File: config.mk
export PLATFORM = sky130hd
export DESIGN_NAME = detect_tx_scheduler
export DESIGN_NICKNAME = d
export VERILOG_FILES = /design/src/rtl/detect_pkg.sv /design/src/rtl/detect_tx_scheduler_rr_arbiter.sv /design/src/rtl/detect_tx_scheduler.sv
export SDC_FILE = /design/constraint.sdc
export NUM_CORES = 1
export LEC_CHECK = 0
export ABC_CLOCK_PERIOD_IN_PS = 2000
export BUFFER_PORTS_ARGS = -buffer_cell sky130_fd_sc_hd__buf_2
export CORE_ASPECT_RATIO = 0.8
export CORE_MARGIN = 2
export CORE_UTILIZATION = 48
export DETAILED_ROUTE_END_ITERATION = 8
export PLACE_DENSITY_LB_ADDON = 0.15
export SYNTH_ARGS = -nofsm -noshare
export SYNTH_HDL_FRONTEND = slang
export SYNTH_HIERARCHICAL = 1
export SYNTH_SLANG_ARGS = --single-unit
File: constraint.sdc
create_clock -name clk -period 2 [get_ports clk]
set_input_delay 0.1 -clock clk [delete_from_list [all_inputs] [get_ports clk]]
set_output_delay 0.1 -clock clk [all_outputs]
set_load 0.02 [all_outputs]
File: src/rtl/detect_pkg.sv
// Shared types and defaults for the detect_tx_scheduler slice.
// Latency: n/a (declarations only).
// Backpressure: n/a.
package detect_pkg;

  typedef enum logic [1:0] {
    IDLE,
    ISSUE,
    WAIT_DONE,
    GAP
  } sched_state_e;

  localparam int NUM_REQ_DEF     = 4;
  localparam int DATA_W_DEF      = 8;
  localparam int GAP_CYC_DEF     = 16;
  localparam int TIMEOUT_CYC_DEF = 2_500_000;

endpackage

File: src/rtl/detect_tx_scheduler_rr_arbiter.sv
// Round-robin priority encoder: first set req bit at or after ptr, with wrap.
// Latency: combinational.
// Backpressure: none; grant_valid is simply |req.
module rr_arbiter #(
  parameter int NUM_REQ = 4,
  localparam int PTR_W  = $clog2(NUM_REQ)
) (
  input  logic [NUM_REQ-1:0] req,
  input  logic [PTR_W-1:0]   ptr,
  output logic [PTR_W-1:0]   grant_idx,
  output logic               grant_valid
);

  int j;

  always_comb begin
    grant_idx   = '0;
    grant_valid = 1'b0;
    j           = 0;
    for (int k = 0; k < NUM_REQ; k++) begin
      j = int'(ptr) + k;
      if (j >= NUM_REQ) j = j - NUM_REQ;
      if (!grant_valid && req[j[PTR_W-1:0]]) begin
        grant_valid = 1'b1;
        grant_idx   = j[PTR_W-1:0];
      end
    end
  end

endmodule

File: src/rtl/detect_tx_scheduler.sv
// Shares one UART between NUM_REQ detectors; optional TX_TIMEOUT_EN adds a tx_done watchdog.
// Latency: strobe at t with scheduler idle -> tx_start at t+2; frames spaced >= GAP_CYC+2 after tx_done.
// Backpressure: strobes are latched as pending (newest data wins, overrun flagged); tx_busy holds IDLE.
module detect_tx_scheduler
  import detect_pkg::*;
#(
  parameter int NUM_REQ     = NUM_REQ_DEF,
  parameter int DATA_W      = DATA_W_DEF,
  parameter int GAP_CYC     = GAP_CYC_DEF,
  parameter int TIMEOUT_CYC = TIMEOUT_CYC_DEF
) (
  input  logic                      clk,
  input  logic                      rst_n,
  input  logic [NUM_REQ-1:0]        req_start,
  input  logic [NUM_REQ*DATA_W-1:0] req_data,
  input  logic                      tx_busy,
  input  logic                      tx_done,
  output logic                      tx_start,
  output logic [DATA_W-1:0]         tx_data,
  output logic [NUM_REQ-1:0]        pend,
  output logic [NUM_REQ-1:0]        overrun,
  output logic                      timeout_err
);

  localparam int PTR_W = $clog2(NUM_REQ);
  localparam int GAP_W = (GAP_CYC > 1) ? $clog2(GAP_CYC) : 1;
  localparam logic [GAP_W-1:0] GAP_LAST = GAP_W'(GAP_CYC - 1);

  sched_state_e        state_q, state_d;
  logic [PTR_W-1:0]    rr_ptr;
  logic [PTR_W-1:0]    grant_idx;
  logic                grant_valid;
  logic                grant;
  logic [NUM_REQ-1:0]  grant_mask;
  logic [GAP_W-1:0]    gap_cnt;
  logic [DATA_W-1:0]   data_q [NUM_REQ];
  logic                tmo_hit;

  rr_arbiter #(.NUM_REQ(NUM_REQ)) u_arb (
    .req         (pend),
    .ptr         (rr_ptr),
    .grant_idx   (grant_idx),
    .grant_valid (grant_valid)
  );

  always_comb begin
    state_d = state_q;
    grant   = 1'b0;
    case (state_q)
      IDLE: begin
        if (grant_valid && !tx_busy) begin
          grant   = 1'b1;
          state_d = ISSUE;
        end
      end
      ISSUE:     state_d = WAIT_DONE;
      WAIT_DONE: if (tx_done || tmo_hit) state_d = GAP;
      GAP:       if (gap_cnt == GAP_LAST) state_d = IDLE;
      default:   state_d = IDLE;
    endcase
  end

  assign tx_start   = (state_q == ISSUE);
  assign grant_mask = grant ? (NUM_REQ'(1) << grant_idx) : '0;

  // A strobe on the requester being granted is not an overrun: its old data leaves in tx_data this cycle.
  always_ff @(posedge clk or negedge rst_n) begin
    if (!rst_n) begin
      state_q <= IDLE;
      rr_ptr  <= '0;
      gap_cnt <= '0;
      tx_data <= '0;
      pend    <= '0;
      overrun <= '0;
    end else begin
      state_q <= state_d;
      pend    <= (pend & ~grant_mask) | req_start;
      overrun <= overrun | (req_start & pend & ~grant_mask);
      if (grant) begin
        tx_data <= data_q[grant_idx];
        rr_ptr  <= (int'(grant_idx) == NUM_REQ - 1) ? '0 : grant_idx + 1'b1;
      end
      if (state_q == GAP) gap_cnt <= gap_cnt + 1'b1;
      else                gap_cnt <= '0;
    end
  end

  always_ff @(posedge clk or negedge rst_n) begin
    if (!rst_n) begin
      for (int i = 0; i < NUM_REQ; i++) data_q[i] <= '0;
    end else begin
      for (int i = 0; i < NUM_REQ; i++)
        if (req_start[i]) data_q[i] <= req_data[i*DATA_W +: DATA_W];
    end
  end

`ifdef TX_TIMEOUT_EN
  localparam int TMO_W = (TIMEOUT_CYC > 1) ? $clog2(TIMEOUT_CYC) : 1;
  localparam logic [TMO_W-1:0] TMO_LAST = TMO_W'(TIMEOUT_CYC - 1);

  logic [TMO_W-1:0] tmo_cnt;

  // A timed-out frame is dropped: the FSM moves to GAP exactly as if tx_done had arrived.
  assign tmo_hit = (state_q == WAIT_DONE) && !tx_done && (tmo_cnt == TMO_LAST);

  always_ff @(posedge clk or negedge rst_n) begin
    if (!rst_n) begin
      tmo_cnt     <= '0;
      timeout_err <= 1'b0;
    end else begin
      if (state_q == WAIT_DONE) tmo_cnt <= tmo_cnt + 1'b1;
      else                      tmo_cnt <= '0;
      if (tmo_hit) timeout_err <= 1'b1;
    end
  end
`else
  assign tmo_hit     = 1'b0;
  assign timeout_err = 1'b0;
`endif

endmodule

==> results of run 1 <==
-- report_power, final --
part	switching [mW]	internal, mW
Combinational	0.700	0.697
Sequential	0.144	1.34
Clock	0.329	0.360
Total	1.17	2.40
-- synthesized netlist by cell type (2+ instances only) --
library cell and count:
sky130_fd_sc_hd__inv_1 8, sky130_fd_sc_hd__mux4_2 8, sky130_fd_sc_hd__nand3_1 3, sky130_fd_sc_hd__and2_1 3
sky130_fd_sc_hd__buf_2 5, sky130_fd_sc_hd__a21o_1 4, sky130_fd_sc_hd__nand2b_1 2, sky130_fd_sc_hd__a21oi_1 5
sky130_fd_sc_hd__nand2_1 32, sky130_fd_sc_hd__ha_1 9, sky130_fd_sc_hd__a221o_1 2, sky130_fd_sc_hd__buf_4 2
sky130_fd_sc_hd__a31o_2 4, sky130_fd_sc_hd__dfrtp_1 56, sky130_fd_sc_hd__mux2_2 32
-- how the worst min path moves through the flow --
stage / slack, ns / end / start
floorplan: -0.20 / data_q[0] / rst_n
global placement: 0.13 / data_q[29] / rst_n
detailed placement: 0.12 / data_q[29] / rst_n
CTS: 0.02 / data_q[29] / req_data[5]
global route: 0.01 / data_q[22] / req_data[14]
finish: 0.03 / data_q[27] / req_data[3]
-- per-stage QoR --
step	utilization	setup slack [ns]	hold slack (ns)
floorplan	-	0.05187	-0.1956
detailed placement	0.5744	0.08949	0.1241
global route	0.5975	0.01579	0.01258
global placement	0.5744	0.1254	0.1290
CTS	0.5960	0.05209	0.01730
finish	0.5975	0.06559	0.02626
-- logic make-up (layout without fill, tap and decap cells) --
logic type / count (synthesis) / count (layout) / share of synthesized area
AO/OA/AOI/OAI: 19 / 19 / 0.05511
XOR/XNOR: 2 / 2 / 0.006953
adder cells (fa/ha/maj): 9 / 9 / 0.04469
buffers and inverters: 18 / 79 / 0.03525
flip-flops: 56 / 56 / 0.5561
multiplexers: 41 / 41 / 0.2205
other: 1 / 1 / 0.001488
AND/OR/NAND/NOR: 45 / 45 / 0.07994
-- sequential cells by signal (all words and copies together), names as in the netlist --
name     count
tx_data      8
state_q      2
gap_cnt      4
data_q      32
overrun      4
pend         4
rr_ptr       2
-- final cells by class --
| type | count | share of cell area |
|---|---|---|
| Clock buffer | 5 | 0.02287 |
| Clock inverter | 1 | 0.009979 |
| Inverter | 9 | 0.01123 |
| Multi-Input combinational cell | 117 | 0.3459 |
| Sequential cell | 56 | 0.4661 |
| Tap cell | 62 | 0.02578 |
| Timing Repair Buffer | 64 | 0.1181 |
-- routing by layer --
layer	share of wire	vias to the layer above
met2	0.47	43
met4	0.0034	0
li1	-	778
met3	0.045	2
met5	0	-
met1	0.48	829
-- timing repair --
| item | 4_1_cts | 5_1_grt |
|---|---|---|
| setup endpoints to repair | 0 | 3 |
| resized for setup | 0 | 1 |
| hold buffers | 1 | 0 |
| endpoints found under the hold margin | 24 | 0 |
-- critical path: stages, from the launching register on --
cell,delay [ns]
sky130_fd_sc_hd__dfrtp_1,0.44
sky130_fd_sc_hd__a221o_1,0.38
sky130_fd_sc_hd__a21oi_4,0.22
sky130_fd_sc_hd__buf_12,0.16
sky130_fd_sc_hd__mux4_2,0.50
sky130_fd_sc_hd__nand2_1,0.09
sky130_fd_sc_hd__nand2_1,0.05
==> results summary, run 1 <==
The endpoint type of the worst setup path is a flip-flop. In this run the most used layer during global routing was met2. The detail-routed net length per standard cell came out at 15.83 um. The first-pass GRT wire length came out at 8121 um. From synthesis to final layout, the design area changed by 19.41%.

In this run the static leakage power is 1.436 nW. For this run, global-route usage on met2 was measured as 0.3037. After synthesis the cells add up to 2520 um2. In this run the post-CTS setup repair buffer count came out at 0. The proportion of netlist area held by the largest area contributor is 0.5561. The maximum fanout along the worst path came out at 9.

Summed over all instances, the cell type with the most area after synthesis is sky130_fd_sc_hd__dfrtp_1. The die covers 5849 um2. In this run the clock root is driven by a sky130_fd_sc_hd__clkbuf_8. The total power per unit cell area came out at 1187 nW/um2. The final count of pins violating max slew was 0.

For the pin with the worst max-slew slack, the measured transition is 0.5687 ns. The share of the Yosys chip area taken by registers is 0.5561. The count of buffers from port buffering came out at 56. In this run the vertical extent of the chip is 68.81 um. For the finished layout, the period the worst path requires is 1.934 ns. The critical path is of the reg -> reg type.

The I/O pin count is 58. The final route contains 1652 vias. The count of cells along the worst register-to-register path came out at 6.

The number of failing hold endpoints at the final stage came out at 0. In this run the number of H-tree levels came out at 2. The worst slew margin relative to its limit is 0.6209. The period utilization came out at 0.9672. The total power of the final layout is 3.572 mW.

The synthesized flop and latch total came out at 56. The effective utilization at floorplan came out at 0.5004. The number of synthesized flops with an enable pin is 0.

The Yosys warning count is 6. The CTS tree is done. The critical path starts at pend[2]. The clock insertion delay at the later pin of the skew report is 0.30 ns. The maximum number of pins on one net before global-route repair came out at 27. Max-cap violations in this run came to 0.

After synthesis, the mean cell area works out to 13.19 um2. In the layout the commonest cells are 56 x sky130_fd_sc_hd__buf_2, 55 x sky130_fd_sc_hd__dfrtp_1, 32 x sky130_fd_sc_hd__nand2_1, 32 x sky130_fd_sc_hd__mux2_2, 9 x sky130_fd_sc_hd__ha_1. The area used by multi-input combinational logic is 1041 um2. Summed over all layers, the global routing overflow is 0. The clock sink count came out at 56. The run finished with clean final reports. The via count of the first global-routing pass came out at 1657.

Of all flip-flops after synthesis, the portion carrying an async set or reset was 1.000. The filler cell count in the final layout came out at 414. In this run the horizontal extent of the chip is 85.01 um. The class of the tightest hold or removal check is in -> reg. The area taken by flip-flops and latches is 1403 um2. Summed over all failing endpoints, the final setup total negative slack is 0 ns. The estimated wirelength of the detail-placed design is 3634 um.

The worst setup path is launched from a flip-flop. The floorplan has 23 rows. The startpoint identified for the worst register-to-register timing path is pend[2]. The synthesized netlist net count came out at 240. The number of antenna violations at the first check in global routing is 0.

The final non-filler cell total is 314. The last weighted congestion value of the routability-driven placer came out at 0.8095. The met3 global-route usage came out at 0.04643. No sink is reached through more buffers than the 2 on the longest clock path.

Counting the buffers created by CTS gives 5. In this run the worst setup path terminates at tx_data[4]. The number of iterations in the first detailed-routing pass came out at 4.

Setup repair after global routing left no endpoint under its margin. The number of placed cells counting well taps is 307. The final routed DRC violation total came out at 0.

The area of placed instances is 2893 um2. Wires add up to 4970 um. The maximum operating frequency came out at 0.5170 GHz. In the final layout, the share of cells above drive strength 1 is 0.4683. The placeable core region came out at 5036 um2. The cell count of the worst hold path came out at 2. In the post-synthesis netlist, the biggest area contributors are sky130_fd_sc_hd__dfrtp_1 56%, sky130_fd_sc_hd__mux2_2 14%, sky130_fd_sc_hd__mux4_2 7.1%, sky130_fd_sc_hd__nand2_1 4.8%, sky130_fd_sc_hd__ha_1 4.5%. The global routing usage on met1 came out at 0.2571.

Using the TritonRoute via totals, the vias-per-cell ratio works out to 5.261. The number of cells produced by synthesis is 191. The critical register-to-register path endpoint is tx_data[4]. The clock transition at the registers of the reported paths is 0.09 ns. At the worst endpoint, the arrival time is 2.12 ns. Counting distinct cell types in the post-synthesis netlist gives 31. The library cell used most frequently in the layout, excluding fill and tap cells, is sky130_fd_sc_hd__buf_2. The final-report setup violation count came out at 0. The maximum vdd ir drop is 592.9 uV.

The detail route stage leaves a number of antenna-violating nets equal to 0. 0 antenna diodes ended up in the layout. At the worst endpoint, the required time is 2.19 ns. With fillers left out, the area of the finished cells amounts to 3009 um2. The final layout contains 302 nets. The global router's overall resource usage is 0.1861. For flop-to-flop paths, the worst setup slack is 0.07 ns. The first-iteration detailed-routing DRC count is 43. The worst-case clock skew came out at 0.006343 ns. For this run, the leading register cell type out of synthesis is sky130_fd_sc_hd__dfrtp_1.
Power figures use the tool's default switching activity.
==> inputs of run 2 (changes only) <==
--- a/config.mk
+++ b/config.mk
@@ -5,11 +5,12 @@
 export SDC_FILE = /design/constraint.sdc
 export NUM_CORES = 1
 export LEC_CHECK = 0
+export ABC_AREA = 1
 export ABC_CLOCK_PERIOD_IN_PS = 2000
 export BUFFER_PORTS_ARGS = -buffer_cell sky130_fd_sc_hd__buf_2
 export CORE_ASPECT_RATIO = 0.8
 export CORE_MARGIN = 2
-export CORE_UTILIZATION = 48
+export CORE_UTILIZATION = 50
 export DETAILED_ROUTE_END_ITERATION = 8
 export PLACE_DENSITY_LB_ADDON = 0.15
 export SYNTH_ARGS = -nofsm -noshare
==> results summary, run 2 <==
The class of the tightest hold or removal check is in -> reg. The data arrival at the endpoint of the critical path came out at 2.09 ns (-0.03 ns). The critical path goes through buf_6, nand2_2, nand2_2, nand2_2, nand2_2, a21oi_2, nand2_1, nand2_2, clkinv_4, inv_8, buf_8, nand2_2, nand3_1, nand2_1, nand2_1, nand2_1. The share of cells above drive strength 1 was 0.3100 (-0.1582). The post-layout net count is 506 (+68%). The number of iterations in the first detailed-routing pass came out at 4 (unchanged). The area enclosed by the die boundary is 6646 um2 (+14%). The first-pass GRT wire length came out at 10950 um (+35%).

The global router's overall resource usage came out at 0.2056 (+0.01947). The number of synthesized flops with an enable pin is 0 (unchanged). The mean area per synthesized cell is 8.008 um2 (-39%). The slowest stage of the critical path is the sky130_fd_sc_hd__dfrtp_2 cell.

The count of buffers from port buffering is 56 (unchanged). The layout overhead on the synthesized area is 26.50%. The critical path is of the reg -> reg type. The last weighted congestion value of the routability-driven placer came out at 0.8204 (+1.3%). The most common cell after layout, fill and taps aside is sky130_fd_sc_hd__nand2_1. The distinct cell type count after synthesis came out at 28 (-9.7%). The run finished with clean final reports.

The tree is rooted in a sky130_fd_sc_hd__clkbuf_8. The number of failing hold endpoints at the final stage was 0 (unchanged). The final-report setup violation count came out at 0 (unchanged). The clock sink count is 56 (unchanged).

The total clock buffers created by CTS was 5 (unchanged). The final routed DRC violation total came to 0 (unchanged). The top cell family by delay on the critical path is simple AND/OR/NAND/NOR gates.

The final non-filler cell total came to 539 (+72%). The worst slew margin relative to its limit is 0.6328 (+0.01197). The register with the most flip-flops in the final layout is data_q. The synthesized netlist net count came out at 424 (+77%). The via count of the first global-routing pass came out at 2510 (+51%). The worst setup path is launched from a flip-flop.

The number of standard-cell rows in the floorplan is 25 (+8.7%). The placeable core region was 5849 um2 (+16%). The number of cells produced by synthesis came out at 375 (+96%). STA classifies the critical path endpoint as a flip-flop. The total number of vias is 2532 (+53%). The die height came out at 73.32 um (+6.6%). The Yosys warning count was 6 (unchanged). The period utilization is 0.9440 (-0.02316). In the layout the commonest cells are 116 x sky130_fd_sc_hd__nand2_1, 56 x sky130_fd_sc_hd__buf_2, 55 x sky130_fd_sc_hd__dfrtp_1.

The synthesized flop and latch total came out at 56 (unchanged). The share of async-settable or async-resettable flops after synthesis came out at 1.000 (unchanged). The maximum level of the CTS H-tree is 2 (unchanged). The number of antenna violations at the first check in global routing came out at 0 (unchanged). The antenna diode count was 0 (unchanged).

The pre-CTS setup slack is -0.03159 ns (-0.1211 ns). The slew at the pin closest to its max-slew limit came to 0.5507 ns (-0.01796 ns). The total power per unit cell area is 1373 nW/um2 (+16%). The maximum fanout along the worst path came out at 8 (-1).

The residual antenna-violating net count after detailed routing is 0 (unchanged). The detail-routed net length per standard cell is 11.95 um (-24%). The maximum vdd ir drop came out at 646.7 uV (+9.1%).

The mean number of vias per cell came out at 4.698 (-11%). The first-iteration detailed-routing DRC count is 116 (+170%). The effective utilization at floorplan came out at 0.5134 (+0.01300).

The maximum number of pins on one net before global-route repair came out at 35 (+30%). The worst-case clock skew is 0.004564 ns (-0.001779 ns). The clock insertion delay at the later pin of the skew report is 0.30 ns (about the same). The leading register cell type out of synthesis is sky130_fd_sc_hd__dfrtp_1. The horizontal die dimension is 90.65 um (+6.6%). The number of placed cells counting well taps came out at 513 (+67%). The required time of the critical path is 2.20 ns (about the same). The setup TNS after final layout came to 0 ns (unchanged). The number of max-cap violations is 0 (unchanged).

The worst hold slack came out at 0.006133 ns (-0.02013 ns). TritonCTS built the clock tree. The maximum number of buffers from clock root to sink is 2 (unchanged). The static leakage is 2.096 nW (+46%).

Sorting the synthesized cells by area gives the leading types as sky130_fd_sc_hd__dfrtp_1 47%, sky130_fd_sc_hd__nand2_1 16%, sky130_fd_sc_hd__inv_1 6.5%, sky130_fd_sc_hd__o21ai_0 5.5%, sky130_fd_sc_hd__nand3_2 4.0%. The total grt overflow is 0 (unchanged). The I/O pin count is 58 (unchanged).

Summed over all instances, the cell type with the most area after synthesis is sky130_fd_sc_hd__dfrtp_1. The estimated wirelength of the detail-placed design came out at 4696 um (+29%). Sorting the synthesized cells by how often they occur yields 129 x sky130_fd_sc_hd__nand2_1, 56 x sky130_fd_sc_hd__dfrtp_1, 52 x sky130_fd_sc_hd__inv_1.

The proportion of netlist area held by the largest area contributor came out at 0.4667 (-0.08944). The worst-case setup margin in the final layout came out at 0.1119 ns (+0.04633 ns). sky130_fd_sc_hd__nand2_1 is the most common cell in the netlist.

The synthesized area came to 3003 um2 (+19%). The peak per-stage delay on the critical path is 0.47 ns (-0.03 ns). The clock transition at the registers of the reported paths is 0.10 ns (about the same). The number of flip-flops in the largest register came out at 32 (unchanged). The sequential fraction of the synthesis area came to 0.4667 (-0.08944). The minimum clock period after layout is 1.888 ns (-0.04633 ns). The buffering stage count on the worst path with inverters included came out at 4 (+3). The largest registers in the layout are data_q (32), tx_data (8). The sum of routed wire length over all layers is 6442 um (+30%). The final count of pins violating max slew came to 0 (unchanged). The most numerous cell type found on the critical path is sky130_fd_sc_hd__nand2_2. Setup repair after global routing could not meet its margin everywhere. The maximum operating frequency is 0.5296 GHz (+2.5%).
[run 2: final cells by class]
type	instances	area [um2]
clock buffer	7	86.33
clock inverter	1	7.507
fill	537	2051
sequential	56	1403
multi-input combinational	247	1341
inverter	57	231.5
tap	81	101.3
timing repair buffer	90	628.1
[run 2: worst paths after layout]
path / start / end / slack [ns] / cells after the start
max reg2reg: rr_ptr[0] / tx_data[0] / 0.11 / 16
min reg2reg: gap_cnt[0] / gap_cnt[0] / 0.46 / 1
max in group asynchronous: rst_n / overrun[3] / 1.14 / 3
min in group asynchronous: rst_n / data_q[24] / 0.30 / 2
min: req_data[17] / data_q[9] / 0.006 / 3
max: rr_ptr[0] / tx_data[0] / 0.11 / 16
[run 2: cells by family (layout without fill, tap and decap cells)]
family / after synthesis / in the layout / share of synthesized area
other: 1 / 1 / 0.001249
buffers and inverters: 72 / 155 / 0.1096
DFF: 56 / 56 / 0.4667
AOI/OAI and AO/OA: 45 / 45 / 0.08167
and+or+nand+nor: 191 / 191 / 0.3004
adders and majority gates: 9 / 9 / 0.03750
xor gates and xnor gates: 1 / 1 / 0.002917
[run 2: per-stage QoR]
stage | utilization | area, um2 | power (mW)
after detailed placement | 0.5850 | 3422 | 4.286
after global routing | 0.6494 | 3799 | 5.692
after CTS | 0.6319 | 3696 | 4.985
after floorplan | - | 3003 | 3.582
final | 0.6494 | 3799 | 5.215
after global placement | 0.5850 | 3422 | 4.277
[run 2: layer usage]
layer,share of wire,vias to the layer above,routed length (um),global-route usage
li1,-,1305,-,-
met4,0.0045,0,29,0.04615
met3,0.025,2,158,0.03590
met1,0.46,1184,2971,0.2697
met2,0.51,41,3282,0.3632
met5,0,-,0,0
[run 2: repair_timing]
item,CTS,global route
setup endpoints to repair,13,18
cloned,0,0
resized for setup,1,34
setup buffers,0,0
endpoints found under the hold margin,39,0
hold buffers,18,0
pin swaps,0,19
[run 2: worst register-to-register path, delay by kind of cell (launching register included)]
| family | cells | cell delay [ns] |
|---|---|---|
| AND/OR/NAND/NOR | 11 | 0.70 |
| flip-flops | 1 | 0.47 |
| buffers and inverters | 4 | 0.47 |
| AO/OA/AOI/OAI | 1 | 0.13 |
[run 2: power breakdown]
group	internal, mW	switching, mW
clock network	0.282	0.362
registers	1.34	0.149
logic	1.24	1.84
==> inputs of run 3 (changes only) <==
--- a/config.mk
+++ b/config.mk
@@ -13,6 +13,7 @@
 export CORE_UTILIZATION = 50
 export DETAILED_ROUTE_END_ITERATION = 8
 export PLACE_DENSITY_LB_ADDON = 0.15
+export REMOVE_ABC_BUFFERS = 1
 export SYNTH_ARGS = -nofsm -noshare
 export SYNTH_HDL_FRONTEND = slang
 export SYNTH_HIERARCHICAL = 1
==> results summary, run 3 (synthesis results as in run 2) <==
The final reports fail on negative setup slack. The via count of the first global-routing pass came out at 2529 (+0.76%). The die height is 73.32 um (unchanged). The number of failing hold endpoints at the final stage came out at 0 (unchanged). In the final layout, the registers with the most flip-flops are data_q (32), tx_data (8). STA classifies the critical path endpoint as a flip-flop. The pre-CTS setup slack came to -0.02280 ns (+0.008787 ns). The first-pass GRT wire length is 11470 um (+4.7%).

The signal on the critical path passes through buf_6, nand2_2, nand2_2, nand2_2, nand2_2, nor2_4, buf_4, nand4_1, nand3_4, inv_4, buf_4, nand3_2, nand2_1, nand2_1, nand2_1. The total number of vias came out at 2625 (+3.7%). The effective utilization at floorplan came out at 0.5134 (unchanged). The share of cells above drive strength 1 came out at 0.3002 (-0.009828). The worst-case clock skew is 0.002728 ns (-0.001836 ns). The data arrival at the endpoint of the critical path is 2.23 ns (+0.14 ns). The final routed DRC violation total is 0 (unchanged). The post-layout net count came out at 511 (+0.99%).

By instance count, the cell type seen most on the critical path is sky130_fd_sc_hd__nand2_2. The total power per unit cell area came out at 1429 nW/um2 (+4.1%). The number of flip-flops in the largest register came out at 32 (unchanged). The detail-routed net length per standard cell is 12.81 um (+7.1%).

STA classifies the critical path startpoint as a flip-flop. The number of antenna violations at the first check in global routing is 0 (unchanged). The critical path is of the reg -> reg type.

The last weighted congestion value of the routability-driven placer came to 0.8948 (+9.1%). The met3 global-route usage is 0.03385 (-0.002051). The sum of routed wire length over all layers came out at 6966 um (+8.1%). The switching power is 2.419 mW (+3.0%).

The residual antenna-violating net count after detailed routing is 0 (unchanged). The maximum level of the CTS H-tree is 2 (unchanged). The maximum vdd ir drop came out at 669.4 uV (+3.5%). The clock transition at the registers of the reported paths came out at 0.10 ns (about the same). The antenna diode count came out at 0 (unchanged). TritonCTS built the clock tree. The static leakage is 2.123 nW (+1.3%).

The top register by number of flip-flops is data_q. The placeable core region came to 5849 um2 (unchanged). The power share of the combinational group is 0.611 (+0.020).

The flow ran to the end, but the final reports show violations. The total grt overflow came to 0 (unchanged). The final design utilization came out at 0.6548 (+0.005347). The count of buffers from port buffering is 56 (unchanged). The number of max-cap violations came out at 0 (unchanged). The final count of pins violating max slew came out at 0 (unchanged).

Setup repair after global routing could not meet its margin everywhere. The horizontal die dimension came out at 90.65 um (unchanged). The maximum number of pins on one net before global-route repair is 23 (-34%). The final-report setup violation count is 12 (+12).

The number of standard-cell rows in the floorplan is 25 (unchanged). The area enclosed by the die boundary is 6646 um2 (unchanged). The peak per-stage delay on the critical path is 0.48 ns (about the same). The total clock buffers created by CTS came to 5 (unchanged). The maximum number of buffers from clock root to sink came to 2 (unchanged). The largest individual stage delay along the critical path comes from the cell sky130_fd_sc_hd__dfrtp_2. The share of power burned in registers is 0.276 (-0.010). The met2 layer usage reported by global route is 0.3839 (+0.02073). The minimum clock period after layout came out at 2.028 ns (+0.1401 ns). The clock sink count is 56 (unchanged).

The mean number of vias per cell is 4.825 (+2.7%). The clock insertion delay at the later pin of the skew report was 0.31 ns (about the same). The internal power came out at 3.056 mW (+6.6%). The maximum operating frequency is 0.4931 GHz (-6.9%). The number of iterations in the first detailed-routing pass is 4 (unchanged).

The clock network power share came out at 0.113 (-0.011). The most common cell after layout, fill and taps aside is sky130_fd_sc_hd__nand2_1. The required time of the critical path came out at 2.20 ns (about the same).

The maximum fanout along the worst path is 6 (-2). The switching part of the total power is 0.4419 (-0.008702). met2 is the most crowded layer. The estimated wirelength of the detail-placed design was 4815 um (+2.5%).

The first-iteration detailed-routing DRC count is 120 (+3.4%). The global routing usage on met1 is 0.2804 (+0.01065). CTS placed an instance of sky130_fd_sc_hd__clkbuf_8 at the clock tree root. The top cell types in the final layout, fill and taps aside, are 126 x sky130_fd_sc_hd__nand2_1, 56 x sky130_fd_sc_hd__buf_2, 54 x sky130_fd_sc_hd__dfrtp_1. The worst-case setup margin in the final layout is -0.02816 ns (-0.1401 ns). The class of the tightest hold or removal check is in -> reg.

The I/O pin count came out at 58 (unchanged). The global router's overall resource usage is 0.2160 (+0.01039). The period utilization came to 1.014 (+0.07004). The layout overhead on the synthesized area is 27.54%.
[run 3: final cells by class]
| class | instances | area [um2] |
|---|---|---|
| clock buffer | 5 | 68.82 |
| multi-input combinational | 247 | 1316 |
| sequential | 56 | 1404 |
| timing repair buffer | 95 | 694.4 |
| inverter | 57 | 226.5 |
| clock inverter | 3 | 18.77 |
| fill | 530 | 2019 |
| tap | 81 | 101.3 |
[run 3: layer usage]
layer	up-vias	part of all wire
li1	1311	-
met1	1247	0.45
met2	61	0.51
met3	6	0.041
met4	0	0.0070
met5	-	0
[run 3: repair_timing]
action | 4_1_cts | 5_1_grt
pin swaps | 0 | 11
gates resized for setup | 4 | 20
gates cloned | 0 | 1
hold endpoints to repair | 38 | 0
buffers inserted | 3 | 4
hold buffers | 19 | 0
endpoints found under the setup margin | 17 | 18
[run 3: metrics by stage]
stage                     hold slack (ns)  power [mW]  cell area, um2  std cells  TNS (ns)
after floorplan                   -0.1956       3.353            2895        360    -2.481
after global placement            0.08385       4.304            3392        509         0
after detailed placement          0.08992       4.333            3392        509  -0.02280
after CTS                        0.002856       5.161            3717        539         0
after global routing              0.01182       5.927            3830        544    -1.770
final                           0.0007723       5.475            3830        544   -0.1523
[run 3: worst paths after layout]
path                                   start    endpoint  slack (ns)  cells past startpoint
worst max-delay path               rr_ptr[0]  tx_data[4]       -0.03                     15
worst min-delay path            req_data[13]  data_q[21]      0.0008                      3
worst max register to register     rr_ptr[0]  tx_data[4]       -0.03                     15
worst min register to register    gap_cnt[0]  gap_cnt[0]        0.47                      1
max in group asynchronous              rst_n   data_q[1]        1.07                      3
min in group asynchronous              rst_n  overrun[1]        0.27                      2
[run 3: critical path, delay by kind of cell, from the launching register on]
family	cells	cell delay, ns
simple gates	11	0.95
buf+inv	4	0.50
flops	1	0.48
[run 3: power by group through the flow]
stage	registers, mW	logic [mW]	clock network, mW
4_1_cts	1.50	3.02	0.641
2_1_floorplan	1.61	1.74	0
3_5_place_dp	1.52	2.81	0
6_report	1.51	3.34	0.618
5_1_grt	1.54	3.70	0.681
3_3_place_gp	1.51	2.79	0
